`src/rtl/sign_reapply.sv`:
```
// Sign bookkeeping around a magnitude-only stage. The forward side strips the
// sign and queues it; the return side pops the oldest sign and re-applies it
// to the processed magnitude with saturation to the signed output range.
module sign_reapply #(
   parameter int WIDTH  = 16,
   parameter int OWIDTH = 16,
   parameter int DEPTH  = 16,
   localparam int AW    = $clog2(DEPTH)
) (
   input  logic              clk,
   input  logic              rst,
   input  logic              in_vld,
   input  logic [WIDTH-1:0]  in,
   output logic              in_rdy,
   output logic              mag_vld,
   output logic [WIDTH-1:0]  mag_out,
   input  logic              ret_vld,
   input  logic [OWIDTH-1:0] ret_mag,
   output logic              out_vld,
   output logic [OWIDTH-1:0] out,
   output logic              sat,
   output logic [AW:0]       count,
   output logic              ovf,
   output logic              unf
);

   localparam logic [AW:0]       FULL_CNT = (AW+1)'(DEPTH);
   localparam logic [OWIDTH-1:0] POS_MAX  = {1'b0, {(OWIDTH-1){1'b1}}};
   localparam logic [OWIDTH-1:0] NEG_MAG  = {1'b1, {(OWIDTH-1){1'b0}}};

   logic [DEPTH-1:0]  sign_mem_q, sign_mem_d;
   logic [AW-1:0]     wr_ptr_q, wr_ptr_d;
   logic [AW-1:0]     rd_ptr_q, rd_ptr_d;
   logic [AW:0]       count_q, count_d;
   logic              mag_vld_q, mag_vld_d;
   logic [WIDTH-1:0]  mag_q, mag_d;
   logic              out_vld_q, out_vld_d;
   logic [OWIDTH-1:0] out_q, out_d;
   logic              sat_q, sat_d;
   logic              ovf_q, ovf_d;
   logic              unf_q, unf_d;

   logic              accept;
   logic              pop;
   logic              sign_s;
   logic [WIDTH-1:0]  neg_in;

   // Readiness looks only at the registered count, so a same-cycle pop never frees a slot.
   assign in_rdy = (count_q != FULL_CNT) && !rst;
   assign accept = in_vld && in_rdy;
   assign pop    = ret_vld && (count_q != '0);
   assign sign_s = pop ? sign_mem_q[rd_ptr_q] : 1'b0;
   assign neg_in = ~in + WIDTH'(1);

   // Next-state: FIFO bookkeeping, magnitude extraction and sign re-application.
   always_comb begin
      // NOTE: every _d gets a default first so no path through the block can infer a latch.
      sign_mem_d = sign_mem_q;
      wr_ptr_d   = wr_ptr_q;
      rd_ptr_d   = rd_ptr_q;
      mag_vld_d  = accept;
      mag_d      = '0;
      out_vld_d  = ret_vld;
      out_d      = '0;
      sat_d      = 1'b0;
      ovf_d      = ovf_q | (in_vld && !in_rdy);
      unf_d      = unf_q | (ret_vld && (count_q == '0));
      count_d    = count_q + {{AW{1'b0}}, accept} - {{AW{1'b0}}, pop};

      if (accept) begin
         sign_mem_d[wr_ptr_q] = in[WIDTH-1];
         wr_ptr_d             = wr_ptr_q + AW'(1);
         mag_d                = in[WIDTH-1] ? neg_in : in;
      end

      if (pop) begin
         rd_ptr_d = rd_ptr_q + AW'(1);
      end

      if (ret_vld) begin
         if (!sign_s) begin
            if (ret_mag > POS_MAX) begin
               out_d = POS_MAX;
               sat_d = 1'b1;
            end else begin
               out_d = ret_mag;
            end
         end else begin
            if (ret_mag > NEG_MAG) begin
               out_d = NEG_MAG;
               sat_d = 1'b1;
            end else begin
               out_d = ~ret_mag + OWIDTH'(1);
            end
         end
      end
   end

   // Sign storage: contents are only meaningful between the pointers.
   always_ff @(posedge clk) begin
      // NOTE: the sign array is left out of reset; reset empties it by clearing the pointers and count.
      sign_mem_q <= sign_mem_d;
   end

   // Control and output registers with synchronous reset.
   always_ff @(posedge clk) begin
      // NOTE: non-blocking assignments keep every register updating from pre-edge values.
      if (rst) begin
         wr_ptr_q  <= '0;
         rd_ptr_q  <= '0;
         count_q   <= '0;
         mag_vld_q <= 1'b0;
         mag_q     <= '0;
         out_vld_q <= 1'b0;
         out_q     <= '0;
         sat_q     <= 1'b0;
         ovf_q     <= 1'b0;
         unf_q     <= 1'b0;
      end else begin
         wr_ptr_q  <= wr_ptr_d;
         rd_ptr_q  <= rd_ptr_d;
         count_q   <= count_d;
         mag_vld_q <= mag_vld_d;
         mag_q     <= mag_d;
         out_vld_q <= out_vld_d;
         out_q     <= out_d;
         sat_q     <= sat_d;
         ovf_q     <= ovf_d;
         unf_q     <= unf_d;
      end
   end

   assign mag_vld = mag_vld_q;
   assign mag_out = mag_q;
   assign out_vld = out_vld_q;
   assign out     = out_q;
   assign sat     = sat_q;
   assign count   = count_q;
   assign ovf     = ovf_q;
   assign unf     = unf_q;

endmodule

```
`config.mk`:
```
export PLATFORM = sky130hd
export DESIGN_NAME = sign_reapply
export DESIGN_NICKNAME = d
export VERILOG_FILES = /design/src/rtl/sign_reapply.sv
export SDC_FILE = /design/constraint.sdc
export NUM_CORES = 1
export LEC_CHECK = 0
export CORE_AREA = 2 2 83 85
export CTS_BUF_LIST = sky130_fd_sc_hd__clkbuf_4 sky130_fd_sc_hd__clkbuf_8
export CTS_CLUSTER_DIAMETER = 60
export DETAILED_ROUTE_END_ITERATION = 8
export DIE_AREA = 0 0 85 87
export GPL_TIMING_DRIVEN = 0
export PLACE_DENSITY_LB_ADDON = 0.12
export SLEW_MARGIN = 20
export SYNTH_ARGS = -nofsm -noshare
export SYNTH_HDL_FRONTEND = slang
export SYNTH_SLANG_ARGS = --single-unit
```
`constraint.sdc`:
```
create_clock -name clk -period 4.02 [get_ports clk]
set_input_delay 0.804 -clock clk [delete_from_list [all_inputs] [get_ports clk]]
set_output_delay 0.804 -clock clk [all_outputs]
set_load 0.05 [all_outputs]
```
# [Word level (Yosys, flattened, before mapping)]
# Index checks and enable logic that the tools add are counted.
[word_totals] memories=0 latch_bits=0 regBits=66 elab_cells=57 inputBits=36 mem_bits_rw=0 mem_bits_ro=0 out_inout_bits=43
[classes] n_div=0 mux=13 addsub=6 n_reduce_logical=13 n_bitwise=7 mul=0 n_shift=0 order_cmp=5 eq_ne=1
[ops] op="$mux W16" n=3
[ops] op="$add A16 B1 Y16 const B" n=2
[ops] op="$not A16 Y16" n=2
[ops] op="$bwmux W16" n=1
[ops] op="$gt A16 B15 Y1 const B" n=1
[ops] op="$gt A16 B16 Y1 const B" n=1
[ops] op="$mux W15" n=1
[ops] op="$lt A4 B5 Y1 const B" n=2
[ops] op="$add A4 B1 Y4 const B" n=2
[ops] op="$logic_and A1 B1 Y1" n=6
[ops] op="$mux W1" n=6
[ops] op="$add A5 B1 Y5" n=1
[ops] op="$logic_not A5 Y1" n=1
[ops] op="$ne A5 B5 Y1 const B" n=1
[ops] op="$reduce_bool A5 Y1" n=1
[ops] op="$sub A5 B1 Y5" n=1
[ops] op="$bmux W1 S4" n=1
[ops] op="$demux W1 S4" n=1
[ops] op="$ge A4 B1 Y1 const B" n=1
[ops] op="$reduce_or A2 Y1" n=2
[ops] op="$not A1 Y1" n=3
[ops] op="$reduce_or A3 Y1" n=1
[ops] op="$logic_not A1 Y1" n=2
[ops] op="$or A1 B1 Y1" n=2

# [Depth between registers and ports, before layout]
# Gate-level depths: netlist (run 1).
[depth] ltp_word=5 depth_mapped=15 ltp_nobuf=13

# [Least setup slack after synthesis (run 1)]
# No wires, ideal clock.
[synth_timing] path_kind="register -> register" start="register count_q[2], in the netlist count[2]" end="register count_q[4], in the netlist count[4]" setup_slack_ps=-325 stages_incl_launch_ff=16 arrival_ps=4275 setup_ps=70 path_buffers=2 synth_period_minus_slack_ps=4345 required_ps=3950 path_cell_list="dfxtp_1 inv_1 ha_1 a31oi_1 and2_1 buf_2 clkinv_1 clkbuf_1 ha_1 inv_1 ha_1 fa_1 a21oi_1 nor2_1 or3_1 a21oi_1"
[synth_between] elab_chain_len=5 elab_cells_between_ends=7 classes_between="add/sub: 2; eq/ne: 1; reduce/logical: 4"
[synth_rtl] element="start: declaration" line="34" source="logic [AW:0] count_q, count_d;"
[synth_rtl] element="start signal: assignment" line="122" source="count_q <= count_d;"
[synth_rtl] element="$ne A5 B5 Y1" line="49" source="assign in_rdy = (count_q != FULL_CNT) && !rst;"
[synth_rtl] element="$logic_and A1 B1 Y1" line="49"
[synth_rtl] element="net in_rdy" line="14" source="output logic in_rdy,"
[synth_rtl] element="$logic_and A1 B1 Y1" line="50" source="assign accept = in_vld && in_rdy;"
[synth_rtl] element="$add A5 B1 Y5" line="68" source="count_d = count_q + {{AW{1'b0}}, accept} - {{AW{1'b0}}, pop};"
[synth_rtl] element="$sub A5 B1 Y5" line="68"
# The timed path passes the listed nets, and every way through them passes these cells.
# A chain may end at the register's enable or synchronous reset.

# [Final worst setup path (run 1)]
[layout_timing] start="input port in_vld" end="register count_q[4], in the netlist count[4]"
[layout_between] elab_chain_len=3
[layout_rtl] element="start: declaration" line="12" source="input logic in_vld,"
[layout_rtl] element="$logic_and A1 B1 Y1" line="50"
[layout_rtl] element="$add A5 B1 Y5" line="68"
[layout_rtl] element="$sub A5 B1 Y5" line="68"
# Every way passes these cells.

==> results of run 1 <==
==> cells in the final DEF, fill, tap and decap left out, types with 12 or more instances in the layout <==
cell             instances
inv_1                   16
o21ai_0                 12
nand2_1                 18
dfxtp_1                 50
clkdlybuf4s50_1         76
xor2_1                  13
nor2_1                  45
edfxtp_1                16
nor4_1                  12
ha_1                    13
nor3_1                  12
==> final timing paths <==
path	slack [ps]	end	depth (start not counted)	start
setup / recovery	380	count[4]	13	in_vld
hold / removal	480	ovf	2	ovf
setup reg to reg	400	count[4]	15	count[3]
hold reg to reg	480	ovf	2	ovf
==> synth_stat cells, types with 3 or more instances <==
| cell type | instances |
|---|---|
| nor4_1 | 12 |
| a31oi_1 | 9 |
| buf_4 | 3 |
| mux2i_1 | 8 |
| o21ai_0 | 12 |
| edfxtp_1 | 16 |
| nand4_1 | 4 |
| buf_6 | 3 |
| a21oi_1 | 9 |
| clkbuf_1 | 11 |
| a211o_1 | 7 |
| and2_1 | 3 |
| a22o_1 | 6 |
| xnor2_1 | 8 |
| nand2b_1 | 4 |
| o31ai_1 | 3 |
| nor3_1 | 12 |
| nand3b_1 | 4 |
| nand2_1 | 18 |
| nor2b_1 | 3 |
| inv_1 | 16 |
| nor2_1 | 45 |
| xor2_1 | 13 |
| or4_1 | 5 |
| dfxtp_1 | 50 |
| ha_1 | 13 |
| nand3_1 | 6 |
==> routing by layer <==
metal	global-route usage, %	routed length, um
met1	24.9	3360
met2	32.5	3420
met3	7.01	438
met4	6.06	63
met5	0	0
==> state kept, by name, summed over array words and instances, names as in the netlist <==
name / cells
mag_out: 16
out: 16
sign_mem_q: 16
count: 5
rd_ptr_q: 4
wr_ptr_q: 4
mag_vld: 1
out_vld: 1
ovf: 1
sat: 1
unf: 1
==> worst max-delay path: stages <==
cell and delay (ps):
clkdlybuf4s50_1 470, and2_1 110, buf_2 210, clkinv_1 260, clkbuf_1 310, ha_1 350, inv_1 40, ha_1 200
fa_1 410, a21oi_1 170, nor2_1 80, or3_1 340, a21oi_1 130
==> where the power goes <==
part	internal [uW]	total, uW	switching (uW)
Combinational	345	879	534
Clock	272	505	232
Sequential	758	805	47.5
==> final cells by class <==
type / count / area (um2)
Inverter: 17 / 63.8
Sequential cell: 66 / 1480
Clock buffer: 14 / 174
Timing Repair Buffer: 76 / 761
Tap cell: 80 / 100
Fill cell: 545 / 2310
Buffer: 19 / 108
Multi-Input combinational cell: 234 / 1570
==> stage by stage <==
stage          power, uW  cells  instance area [um2]  hold WS (ps)  utilization [%]
6_report            2190    506                 4260           480             64.8
5_1_grt             2310    506                 4260           545             64.8
4_1_cts             2200    506                 4260           486             64.8
3_5_place_dp        1700    492                 4080           469             62.1
3_3_place_gp        1680    492                 4080           462             62.1
2_1_floorplan       1430    336                 3220           501                -
==> logic make-up (layout without fill, tap and decap cells) <==
group           Yosys count  in the layout
compound gates           59             59
xor+xnor                 21             21
fa+ha+maj                14             14
buf+inv                  36            126
flops                    66             66
mux                       9              9
simple gates            131            131
==> summary.txt, run 1 <==
Die
  • I/O pins: 79
  • Row Count: 30
  • DIE HEIGHT: 87 um
  • Core Area: 6570 um2
  • Die Wd: 85 um
  • Initial Util: 48.9%
  • DIE AREA: 7400 um2

Detailed routing
  • Via count: 2773
  • Iter 0 DRT Violations: 203
  • Final ANT Viol Nets: 0
  • Drt total wl: 7.28 mm
  • DR pass1 iterations: 4
  • Residual DRC count: 0
  • Vias per inst: 5.48
  • Per-cell routed wire length: 14.4 um

Outcome
  • Status: finished, final reports clean

Timing
  • Final setup vio count: 0
  • Relative slew slack: 56.5%
  • Fin crit share: 90.5%
  • RSZ-0062 raised after global routing: false
  • Worst-Margin Slew: 651 ps
  • PnR worst setup slack: 383 ps
  • Setup TNS: 0 ps
  • Clk_skew: 9.57 ps
  • Fmax: 275 MHz
  • Fin. Hold Viols: 0
  • Max-slew violation count: 0
  • Final Critical Period: 3640 ps

CTS
  • Post-CTS setup-driven buffer insertion count: 0
  • H-tree depth: 3
  • Clock-pin slew on the worst setup and hold paths: 70 ps
  • # resized after CTS: 0
  • Clock Latency Late Sink: 330 ps
  • Number of clock sinks: 66
  • CTS root buf: clkbuf_8
  • CTS Buf Count: 9
  • CTS tree: yes
  • Clk buf depth: 2
  • Count of hold buffers inserted by post-cts repair: 0

Placed design
  • GPL Wtd Cong: 0.856
  • IO Port Bufs: 76
  • DP Worst Slack: 23.4 ps
  • Post-DP HPWL: 5.28 mm

Setup path
  • Worst Setup Start Kind: input port
  • Endpoint type of the worst setup path: register
  • CP required: 4290 ps
  • Max FO, Critical Path: 10
  • Arr. time, crit path: 3910 ps
  • Setup Crit Path Kind: in2reg

Logic synthesis
  • Main combinational cell family by area after synthesis: simple AND/OR/NAND/NOR gates
  • Top FF cell, synth: dfxtp_1
  • Post-Synth Simple-Gate Area: 20.7%
  • Top cells by area, synth: dfxtp_1, edfxtp_1, nor2_1
  • Syn Inst Count: 336
  • Synthesized area: 3210 um2
  • Mux contribution to synthesized area: 3.19%
  • Post-synthesis register bit count: 66
  • Post-synth ARST share: 0%
  • Post-synth EDFFs: 16
  • Post-synthesis adder-cell area fraction: 5.68%
  • Yosys top cell by area: dfxtp_1
  • Sequential area share after synthesis: 46.1%
  • Netlist cell types: 49
  • Synth Net Count: 386
  • Synth warnings: 0
  • Yosys top cell area share: 31.1%
  • Synth Area in Compound Gates: 13.2%
  • XOR/XNOR Fraction of Synth Area: 5.72%
  • Syn Area/Cell: 9.57 um2

Global routing
  • Global-route wire length before repair: 11.8 mm
  • Antenna violations before repair: 0
  • Vias in the first global route: 2603
  • Largest net degree at the start of global routing: 20
  • Tot GR Track Use: 19.9%
  • GR Overflow Total: 0

Hold path
  • HP Class: reg2reg

Cells and area
  • Area Growth Syn to Fin: 32.4%
  • Ant diodes: 0
  • Share of cells above drive strength 1: 7.28%
  • # nets final: 473

Job
  • MaxCap Viol Count: 0

Power
  • Pwr Density: 514 nW/um2
  • Leak: 0.00161 uW
  • Worst VDD drop: 0.000342 V
Power figures use the tool's default switching activity.
==> inputs of run 2 (changes only) <==
- SKIP_LAST_GASP: default -> 1
- TNS_END_PERCENT: default -> 30
==> results of run 2 <==
Same layout as run 1: the final DEF is identical, and so are final timing and power.
